===== src/rtl/mem_access.sv =====
// mem_access: memory pipeline stage issuing single-outstanding bus loads/stores,
// formatting load data and producing the MEM/WB register plus a forwarding source.
module mem_access #(
  parameter int XLEN    = 64,
  parameter int TIMEOUT = 255
) (
  input  logic            clk,
  input  logic            rst,
  input  logic            in_valid,
  input  logic [XLEN-1:0] in_aluOut,
  input  logic [XLEN-1:0] in_rs2,
  input  logic [4:0]      in_wd,
  input  logic            in_isWriteBack,
  input  logic            in_isMemRead,
  input  logic            in_isMemWrite,
  input  logic [2:0]      in_memMode,
  output logic            ok_to_proceed,
  input  logic            ok_to_proceed_overall,
  output logic            dreq_valid,
  output logic            dreq_write,
  output logic [XLEN-1:0] dreq_addr,
  output logic [7:0]      dreq_strobe,
  output logic [XLEN-1:0] dreq_data,
  input  logic            dresp_valid,
  input  logic [XLEN-1:0] dresp_data,
  output logic            out_valid,
  output logic [4:0]      out_wd,
  output logic            out_isWriteBack,
  output logic [XLEN-1:0] out_data,
  output logic            out_misaligned,
  output logic            out_bus_err,
  output logic            fwd_valid,
  output logic [4:0]      fwd_wd,
  output logic            fwd_ready,
  output logic [XLEN-1:0] fwd_data
);

  localparam int CNT_W = (TIMEOUT > 1) ? $clog2(TIMEOUT + 1) : 1;

  typedef enum logic [1:0] {
    ST_IDLE,
    ST_REQ,
    ST_DONE
  } state_e;

  state_e            state_q, state_d;
  logic [CNT_W-1:0]  cnt_q, cnt_d;
  logic              dreq_valid_q, dreq_valid_d;
  logic              dreq_write_q, dreq_write_d;
  logic [XLEN-1:0]   dreq_addr_q, dreq_addr_d;
  logic [7:0]        dreq_strobe_q, dreq_strobe_d;
  logic [XLEN-1:0]   dreq_data_q, dreq_data_d;
  logic [XLEN-1:0]   load_data_q, load_data_d;
  logic              err_q, err_d;
  logic              out_valid_q, out_valid_d;
  logic [4:0]        out_wd_q, out_wd_d;
  logic              out_wb_q, out_wb_d;
  logic [XLEN-1:0]   out_data_q, out_data_d;
  logic              out_mis_q, out_mis_d;
  logic              out_err_q, out_err_d;

  logic [2:0]        off;
  logic [1:0]        size_log;
  logic              is_mem;
  logic              is_load;
  logic              misaligned;
  logic [7:0]        strobe_base;
  logic [7:0]        req_strobe;
  logic [XLEN-1:0]   req_wdata;
  logic [XLEN-1:0]   shifted;
  logic [XLEN-1:0]   fmt_data;

  assign off      = in_aluOut[2:0];
  assign size_log = in_memMode[1:0];
  assign is_mem   = in_valid & (in_isMemRead | in_isMemWrite);
  assign is_load  = in_valid & in_isMemRead;

  // Access geometry: alignment, byte enables and lane-replicated store data
  always_comb begin
    misaligned  = 1'b0;
    strobe_base = 8'hFF;
    req_wdata   = in_rs2;
    case (size_log)
      2'd0: begin
        misaligned  = 1'b0;
        strobe_base = 8'h01;
        req_wdata   = {(XLEN/8){in_rs2[7:0]}};
      end
      2'd1: begin
        misaligned  = off[0];
        strobe_base = 8'h03;
        req_wdata   = {(XLEN/16){in_rs2[15:0]}};
      end
      2'd2: begin
        misaligned  = |off[1:0];
        strobe_base = 8'h0F;
        req_wdata   = {(XLEN/32){in_rs2[31:0]}};
      end
      default: begin
        misaligned  = |off;
        strobe_base = 8'hFF;
        req_wdata   = in_rs2;
      end
    endcase
    req_strobe = strobe_base << off;
  end

  // The bus returns the aligned doubleword; bring the addressed lane down, then extend
  always_comb begin
    shifted  = dresp_data >> {off, 3'b000};
    fmt_data = shifted;
    case (size_log)
      2'd0: fmt_data = in_memMode[2] ? {{(XLEN-8){1'b0}}, shifted[7:0]}
                                     : {{(XLEN-8){shifted[7]}}, shifted[7:0]};
      2'd1: fmt_data = in_memMode[2] ? {{(XLEN-16){1'b0}}, shifted[15:0]}
                                     : {{(XLEN-16){shifted[15]}}, shifted[15:0]};
      2'd2: fmt_data = in_memMode[2] ? {{(XLEN-32){1'b0}}, shifted[31:0]}
                                     : {{(XLEN-32){shifted[31]}}, shifted[31:0]};
      default: fmt_data = shifted;
    endcase
  end

  always_comb begin
    state_d       = state_q;
    cnt_d         = cnt_q;
    dreq_valid_d  = dreq_valid_q;
    dreq_write_d  = dreq_write_q;
    dreq_addr_d   = dreq_addr_q;
    dreq_strobe_d = dreq_strobe_q;
    dreq_data_d   = dreq_data_q;
    load_data_d   = load_data_q;
    err_d         = err_q;
    ok_to_proceed = 1'b0;
    case (state_q)
      ST_IDLE: begin
        ok_to_proceed = ~is_mem | misaligned;
        if (is_mem && !misaligned) begin
          state_d       = ST_REQ;
          cnt_d         = '0;
          dreq_valid_d  = 1'b1;
          dreq_write_d  = in_isMemWrite;
          dreq_addr_d   = {in_aluOut[XLEN-1:3], 3'b000};
          dreq_strobe_d = req_strobe;
          dreq_data_d   = req_wdata;
          load_data_d   = '0;
          err_d         = 1'b0;
        end
      end
      ST_REQ: begin
        cnt_d = cnt_q + CNT_W'(1);
        // A response in the final timeout cycle still wins over the abort
        if (dresp_valid) begin
          state_d      = ST_DONE;
          dreq_valid_d = 1'b0;
          load_data_d  = in_isMemRead ? fmt_data : '0;
        end else if ((TIMEOUT != 0) && (cnt_q == CNT_W'(TIMEOUT - 1))) begin
          state_d      = ST_DONE;
          dreq_valid_d = 1'b0;
          load_data_d  = '0;
          err_d        = 1'b1;
        end
      end
      ST_DONE: begin
        ok_to_proceed = 1'b1;
        dreq_valid_d  = 1'b0;
        if (ok_to_proceed_overall) begin
          state_d = ST_IDLE;
          cnt_d   = '0;
        end
      end
      default: begin
        state_d      = ST_IDLE;
        dreq_valid_d = 1'b0;
      end
    endcase
  end

  always_comb begin
    out_valid_d = out_valid_q;
    out_wd_d    = out_wd_q;
    out_wb_d    = out_wb_q;
    out_data_d  = out_data_q;
    out_mis_d   = out_mis_q;
    out_err_d   = out_err_q;
    if (ok_to_proceed_overall) begin
      out_valid_d = in_valid;
      out_wd_d    = in_wd;
      out_wb_d    = in_isWriteBack & ~(is_mem & misaligned);
      out_mis_d   = is_mem & misaligned;
      out_err_d   = is_mem & ~misaligned & (state_q == ST_DONE) & err_q;
      if (is_load) begin
        out_data_d = misaligned ? '0 : load_data_q;
      end else begin
        out_data_d = in_aluOut;
      end
    end
  end

  always_ff @(posedge clk or negedge rst) begin
    if (!rst) begin
      state_q       <= ST_IDLE;
      cnt_q         <= '0;
      dreq_valid_q  <= 1'b0;
      dreq_write_q  <= 1'b0;
      dreq_addr_q   <= '0;
      dreq_strobe_q <= '0;
      dreq_data_q   <= '0;
      load_data_q   <= '0;
      err_q         <= 1'b0;
      out_valid_q   <= 1'b0;
      out_wd_q      <= '0;
      out_wb_q      <= 1'b0;
      out_data_q    <= '0;
      out_mis_q     <= 1'b0;
      out_err_q     <= 1'b0;
    end else begin
      state_q       <= state_d;
      cnt_q         <= cnt_d;
      dreq_valid_q  <= dreq_valid_d;
      dreq_write_q  <= dreq_write_d;
      dreq_addr_q   <= dreq_addr_d;
      dreq_strobe_q <= dreq_strobe_d;
      dreq_data_q   <= dreq_data_d;
      load_data_q   <= load_data_d;
      err_q         <= err_d;
      out_valid_q   <= out_valid_d;
      out_wd_q      <= out_wd_d;
      out_wb_q      <= out_wb_d;
      out_data_q    <= out_data_d;
      out_mis_q     <= out_mis_d;
      out_err_q     <= out_err_d;
    end
  end

  assign dreq_valid      = dreq_valid_q;
  assign dreq_write      = dreq_write_q;
  assign dreq_addr       = dreq_addr_q;
  assign dreq_strobe     = dreq_strobe_q;
  assign dreq_data       = dreq_data_q;
  assign out_valid       = out_valid_q;
  assign out_wd          = out_wd_q;
  assign out_isWriteBack = out_wb_q;
  assign out_data        = out_data_q;
  assign out_misaligned  = out_mis_q;
  assign out_bus_err     = out_err_q;

  // Load results are only usable once captured; everything else forwards aluOut
  assign fwd_valid = in_valid & (|in_wd) & in_isWriteBack;
  assign fwd_wd    = in_wd;
  assign fwd_ready = ~is_load | (state_q == ST_DONE);
  assign fwd_data  = (is_load && (state_q == ST_DONE)) ? load_data_q : in_aluOut;

endmodule

===== config.mk =====
export PLATFORM = sky130hd
export DESIGN_NAME = mem_access
export DESIGN_NICKNAME = d
export VERILOG_FILES = /design/src/rtl/mem_access.sv
export SDC_FILE = /design/constraint.sdc
export NUM_CORES = 1
export LEC_CHECK = 0
export CORE_MARGIN = 4
export CORE_UTILIZATION = 28
export DETAILED_ROUTE_END_ITERATION = 6
export PLACE_DENSITY = 0.58
export SLEW_MARGIN = 20
export SYNTH_ARGS = -nofsm -noshare
export SYNTH_HDL_FRONTEND = slang
export SYNTH_SLANG_ARGS = --single-unit

===== constraint.sdc =====
create_clock -name clk -period 2.4 [get_ports clk]
set_clock_uncertainty 0.1 [all_clocks]
set_input_delay 0.48 -clock clk [delete_from_list [all_inputs] [get_ports clk]]
set_output_delay 0.48 -clock clk [all_outputs]
set_load 0.03 [all_outputs]

# [Yosys cells after proc, flatten, opt, wreduce, memory -nomap -nowiden]
# Cells that the tools add are included.
[word_totals] latch_bits=0 output_inout_bits=283 wordCells=92 ramBits=0 input_bits=208 n_memories=0 reg_bits=283 rom_bits=0
[classes] order_cmp=0 n_reduce_logical=16 div_mod_pow=0 n_bitwise=16 multipliers=0 n_addsub=1 muxes=32 n_eq_ne=10 shift=2
[op_table] operator="$mux W64" count=10
[op_table] operator="$pmux W64 S3" count=2
[op_table] operator="$pmux W64 S2" count=1
[op_table] operator="$shr A64 B6 Y64" count=1
[op_table] operator="$pmux W8 S3" count=2
[op_table] operator="$mux W8" count=2
[op_table] operator="$and A1 B1 Y1" count=9
[op_table] operator="$reduce_and A3 Y1" count=3
[op_table] operator="$add A8 B1 Y8 const B" count=1
[op_table] operator="$eq A8 B8 Y1 const B" count=1
[op_table] operator="$mux W2" count=4
[op_table] operator="$ne A2 B2 Y1 const B" count=4
[op_table] operator="$shl A8 B3 Y8" count=1
[op_table] operator="$mux W1" count=6
[op_table] operator="$pmux W1 S2" count=3
[op_table] operator="$pmux W2 S3" count=1
[op_table] operator="$reduce_or A5 Y1" count=1
[op_table] operator="$eq A2 B1 Y1 const B" count=2
[op_table] operator="$eq A2 B2 Y1 const B" count=2
[op_table] operator="$logic_not A2 Y1" count=2
[op_table] operator="$not A1 Y1" count=4
[op_table] operator="$reduce_and A2 Y1" count=2
[op_table] operator="$reduce_and A4 Y1" count=1
[op_table] operator="$ne A3 B3 Y1 const B" count=1
[op_table] operator="other kinds (8)" count=11

# [Longest topological paths before layout]
[depth] depth_word=6 depth_mapped=9 mapped_depth_nobuf=7

# [Least setup slack after synthesis]
# Ideal clock, no wire load.
[synth_timing] path_type="input port to output port" startpoint="in in_aluOut[0]" endpoint="out fwd_data[0]" stages=6 t_required_ns=1.820 t_arrival_ns=1.780 n_path_buf=5 slack_ns=0.040 path_cell_list="buf_6 -> buf_2 -> buf_2 -> buf_2 -> clkbuf_1 -> mux2_2"
[synth_between] elab_chain_cells=1
[synth_rtl] element="start, declared" line_no="10" source="input logic [XLEN-1:0] in_aluOut,"
[synth_rtl] element="$mux W64" line_no="251" source="assign fwd_data = (is_load && (state_q == ST_DONE)) ? load_data_q : in_aluOut;"
[synth_rtl] element="end, declared" line_no="35" source="output logic [XLEN-1:0] fwd_data"
# Every way passes these cells.

# [Worst setup path in the final report]
[layout_timing] startpoint="reg state_q[1]" endpoint="out fwd_data[23]"
[layout_between] elab_chain_cells=3
[layout_rtl] element="start, declared" line_no="46" source="state_e state_q, state_d;"
[layout_rtl] element="start signal, assigned" line_no="217" source="state_q <= state_d;"
[layout_rtl] element="$eq A2 B2 Y1" line_no="251"
[layout_rtl] element="$logic_and A1 B1 Y1" line_no="251"
[layout_rtl] element="$mux W64" line_no="251"
# Every way passes these cells.

==> flow_metrics.py <==
metrics = {
    "routing": {
        "antenna_left": 0,
        "totalWireLength_um": 66700,
        "vias": 14900,
        "drt_iter0_markers": 1017,
        "drt_pass1_iterations": 5,
        "routedWlPerCell_um": 22.7,
        "viasPerCell": 5.06,
        "drc_errors": 0,
    },
    "layout": {
        "layout_common_cells": "nand2_1, clkdlybuf4s50_1, dfrtp_1",
        "fillers": 5125,
        "drive_above_1_share_pct": 21.1,
        "nNetsFinal": 2422,
        "final_cell_area_mm2": 0.0236,
        "final_common_cell": "nand2_1",
        "final_cells": 2935,
        "areaGrowthSynthToFinish_pct": 57.0,
    },
    "yosys": {
        "synth_fa_ha_area_share_pct": 0.166,
        "ys_top_cells_by_area": "dfrtp_1, nand2_1, mux2_2, mux2i_1, o21ai_0",
        "async_flop_share_pct": 100,
        "synthMuxAreaShare_pct": 15.0,
        "synth_top_family_by_area": "simple AND/OR/NAND/NOR gates",
        "ys_seq_area_share_pct": 47.1,
        "yosys.area_share.simple_pct": 18.2,
        "synth_top_area_share_pct": 47.1,
        "synth_edf_count": 0,
        "yosys_warnings": 0,
        "syn_avg_cell_area_um2": 9.23,
        "synth_flop_cell": "dfrtp_1",
        "synth_compound_area_share_pct": 14.8,
        "synth-seq-cells": 283,
        "synthesis.area_mm2": 0.0150,
        "synth_xor_area_share_pct": 0,
        "synthDistinctLibCells": 55,
        "synthesis.instances": 1630,
        "yosys.area.top_type": "dfrtp_1",
    },
    "floorplanning": {
        "start_util_pct": 28.4,
        "die_h_um": 240,
        "die_area_mm2": 0.0575,
        "core_mm2": 0.0529,
        "die_w_um": 240,
        "num_io_pins": 491,
        "rows": 84,
    },
    "timing": {
        "final.min_clock_period_ns": 2.66,
        "fmax_mhz": 377,
        "setup_viol": 64,
        "slew_violations": 0,
        "rsz0062_at_grt": "true",
        "hold_viol_final": 0,
        "fin_crit_sh_pct": 111,
        "setup_ws_ns": -0.255,
        "relSlewSlack_pct": 48.8,
        "tightest_slew_ns": 0.764,
    },
    "critical_path": {
        "path_max_fanout": 8,
        "rr_worst_depth": 6,
        "arrival_ns": 2.08,
        "endpoint_kind": "primary output",
        "worst_setup_path_start_kind": "register",
        "crit_type": "register to primary output",
        "required_ns": 1.82,
    },
    "power_and_ir_drop": {
        "power_leakage_nw": 10.7,
        "power_density_mw_per_mm2": 976,
        "peakVddDrop_uv": 667,
    },
    "clock_tree": {
        "tritoncts": "done",
        "cts_buffers": 37,
        "clockBufferDepth": 3,
        "htree_levels": 2,
        "cts_root_buffer": "clkbuf_16",
        "clock_latency_ns": 0.57,
        "clk_pin_slew_ns": 0.06,
        "cts_sinks": 283,
    },
    "outcome": {
        "status": "complete, but fails checks",
        "violations": "negative setup slack",
    },
    "place": {
        "dp_hpwl_um": 50000,
        "placed_cell_area_mm2": 0.0219,
        "routabilityCongestion": 0.892,
        "placedCellCount": 2848,
        "portBuffers": 487,
    },
    "run": {
        "maxCapViolCount": 0,
    },
    "global_routing": {
        "grt_max_degree": 97,
        "first_global_vias": 15200,
        "gr-total-overflow": 0,
        "grt_first_pass_wirelength_um": 99300,
        "track_usage_pct": 22.5,
        "grt_antenna_before_repair": 13,
    },
    "hold_path": {
        "hold_depth": 3,
        "hp-class": "primary input to register",
    },
}
## report_power, final
| part | internal, W | switching, W |
|---|---|---|
| Clock | 0.00366 | 0.00235 |
| Combinational | 0.00412 | 0.00567 |
| Sequential | 0.00620 | 0.00104 |
| Total | 0.0140 | 0.00906 |
## worst max-delay path, cell delays in order (launching register included)
cell     delay [ns]
dfrtp_1        0.36
inv_2          0.06
nor2_4         0.17
nand2_8        0.15
buf_16         0.21
buf_6          0.12
mux2_2         0.27
buf_6          0.14
## cells by family (layout without fill, tap and decap cells)
kind of cell | after synthesis | in the layout
compound gates | 342 | 342
fa+ha+maj | 2 | 2
buf+inv | 151 | 760
flops | 283 | 283
mux | 191 | 191
other cells | 1 | 9
simple gates | 660 | 660
## final cells by class
cell class,instances,area (um2),area share (%)
multi-input combinational,1198,7390,31.3
clock inverter,23,305,1.29
inverter,6,25.0,0.106
clock buffer,45,1010,4.26
tap,688,861,3.65
sequential,283,7080,30.0
timing repair buffer,686,6920,29.3
antenna,6,15.0,0.0636
## synth_stat cells, types with 10 or more instances
master	number
a211oi_1	25
a21oi_1	27
clkbuf_1	82
nand2_1	420
buf_1	10
o31ai_1	12
buf_4	14
nand3_1	69
a22oi_1	23
a31oi_1	68
mux2_2	89
nand2_2	11
buf_2	34
nor2b_1	30
nor2_1	102
a21o_1	19
mux2i_1	84
dfrtp_1	283
a2bb2oi_1	14
o21ai_0	93
o21ai_1	11
o22ai_1	11
mux4_2	17
## stage by stage
stage	hold WS, ns	setup TNS [ns]	utilization, %	setup WS (ns)	power (W)
final	0.220	-10.43	44.7	-0.255	0.0230
after CTS	0.189	-14.84	44.7	-0.301	0.0234
after global placement	0.344	-63.37	41.4	-0.687	0.0168
after floorplan	0.0844	0	-	0.0403	0.0120
after detailed placement	0.349	-71.92	41.4	-0.702	0.0170
after global routing	0.218	-13.23	44.6	-0.300	0.0242
## layer usage
| metal | GRT usage [%] | wire length [um] | vias up |
|---|---|---|---|
| met1 | 29.2 | 28000 | 7294 |
| met3 | 6.03 | 5000 | 111 |
| li1 | - | - | 6885 |
| met4 | 6.28 | 1810 | 14 |
| met5 | 0 | 94 | - |
| met2 | 37.2 | 31700 | 555 |
## flip-flops by register name, indices dropped and copies added (netlist names)
register	cells
load_data_q	64
err_q	1
out_bus_err	1
out_data	64
state_q	2
dreq_addr	61
out_misaligned	1
out_valid	1
out_isWriteBack	1
dreq_write	1
cnt_q	8
out_wd	5
dreq_data	64
dreq_strobe	8
dreq_valid	1
## what timing repair did
item,4_1_cts,5_1_grt
endpoints found under the hold margin,43,0
setup buffers,14,0
hold buffers,1,0
endpoints found under the setup margin,67,67
pin swaps,3,3
gates cloned,5,0
gates resized for setup,406,10
## path summary, 6_finish.rpt
kind	start	end	slack, ns
setup reg to reg	state_q[0]$_DFFE_PN0P_	load_data_q[21]$_DFFE_PN0P_	0.26
max in group asynchronous	rst	out_wd[2]$_DFFE_PN0P_	1.14
setup / recovery	state_q[1]$_DFFE_PN0P_	fwd_data[23]	-0.26
min in group asynchronous	rst	dreq_addr[27]$_DFFE_PN0P_	0.35
hold / removal	ok_to_proceed_overall	out_isWriteBack$_DFFE_PN0P_	0.22
hold reg to reg	dreq_data[4]$_DFFE_PN0P_	dreq_data[4]$_DFFE_PN0P_	0.37
Power figures use the tool's default switching activity.
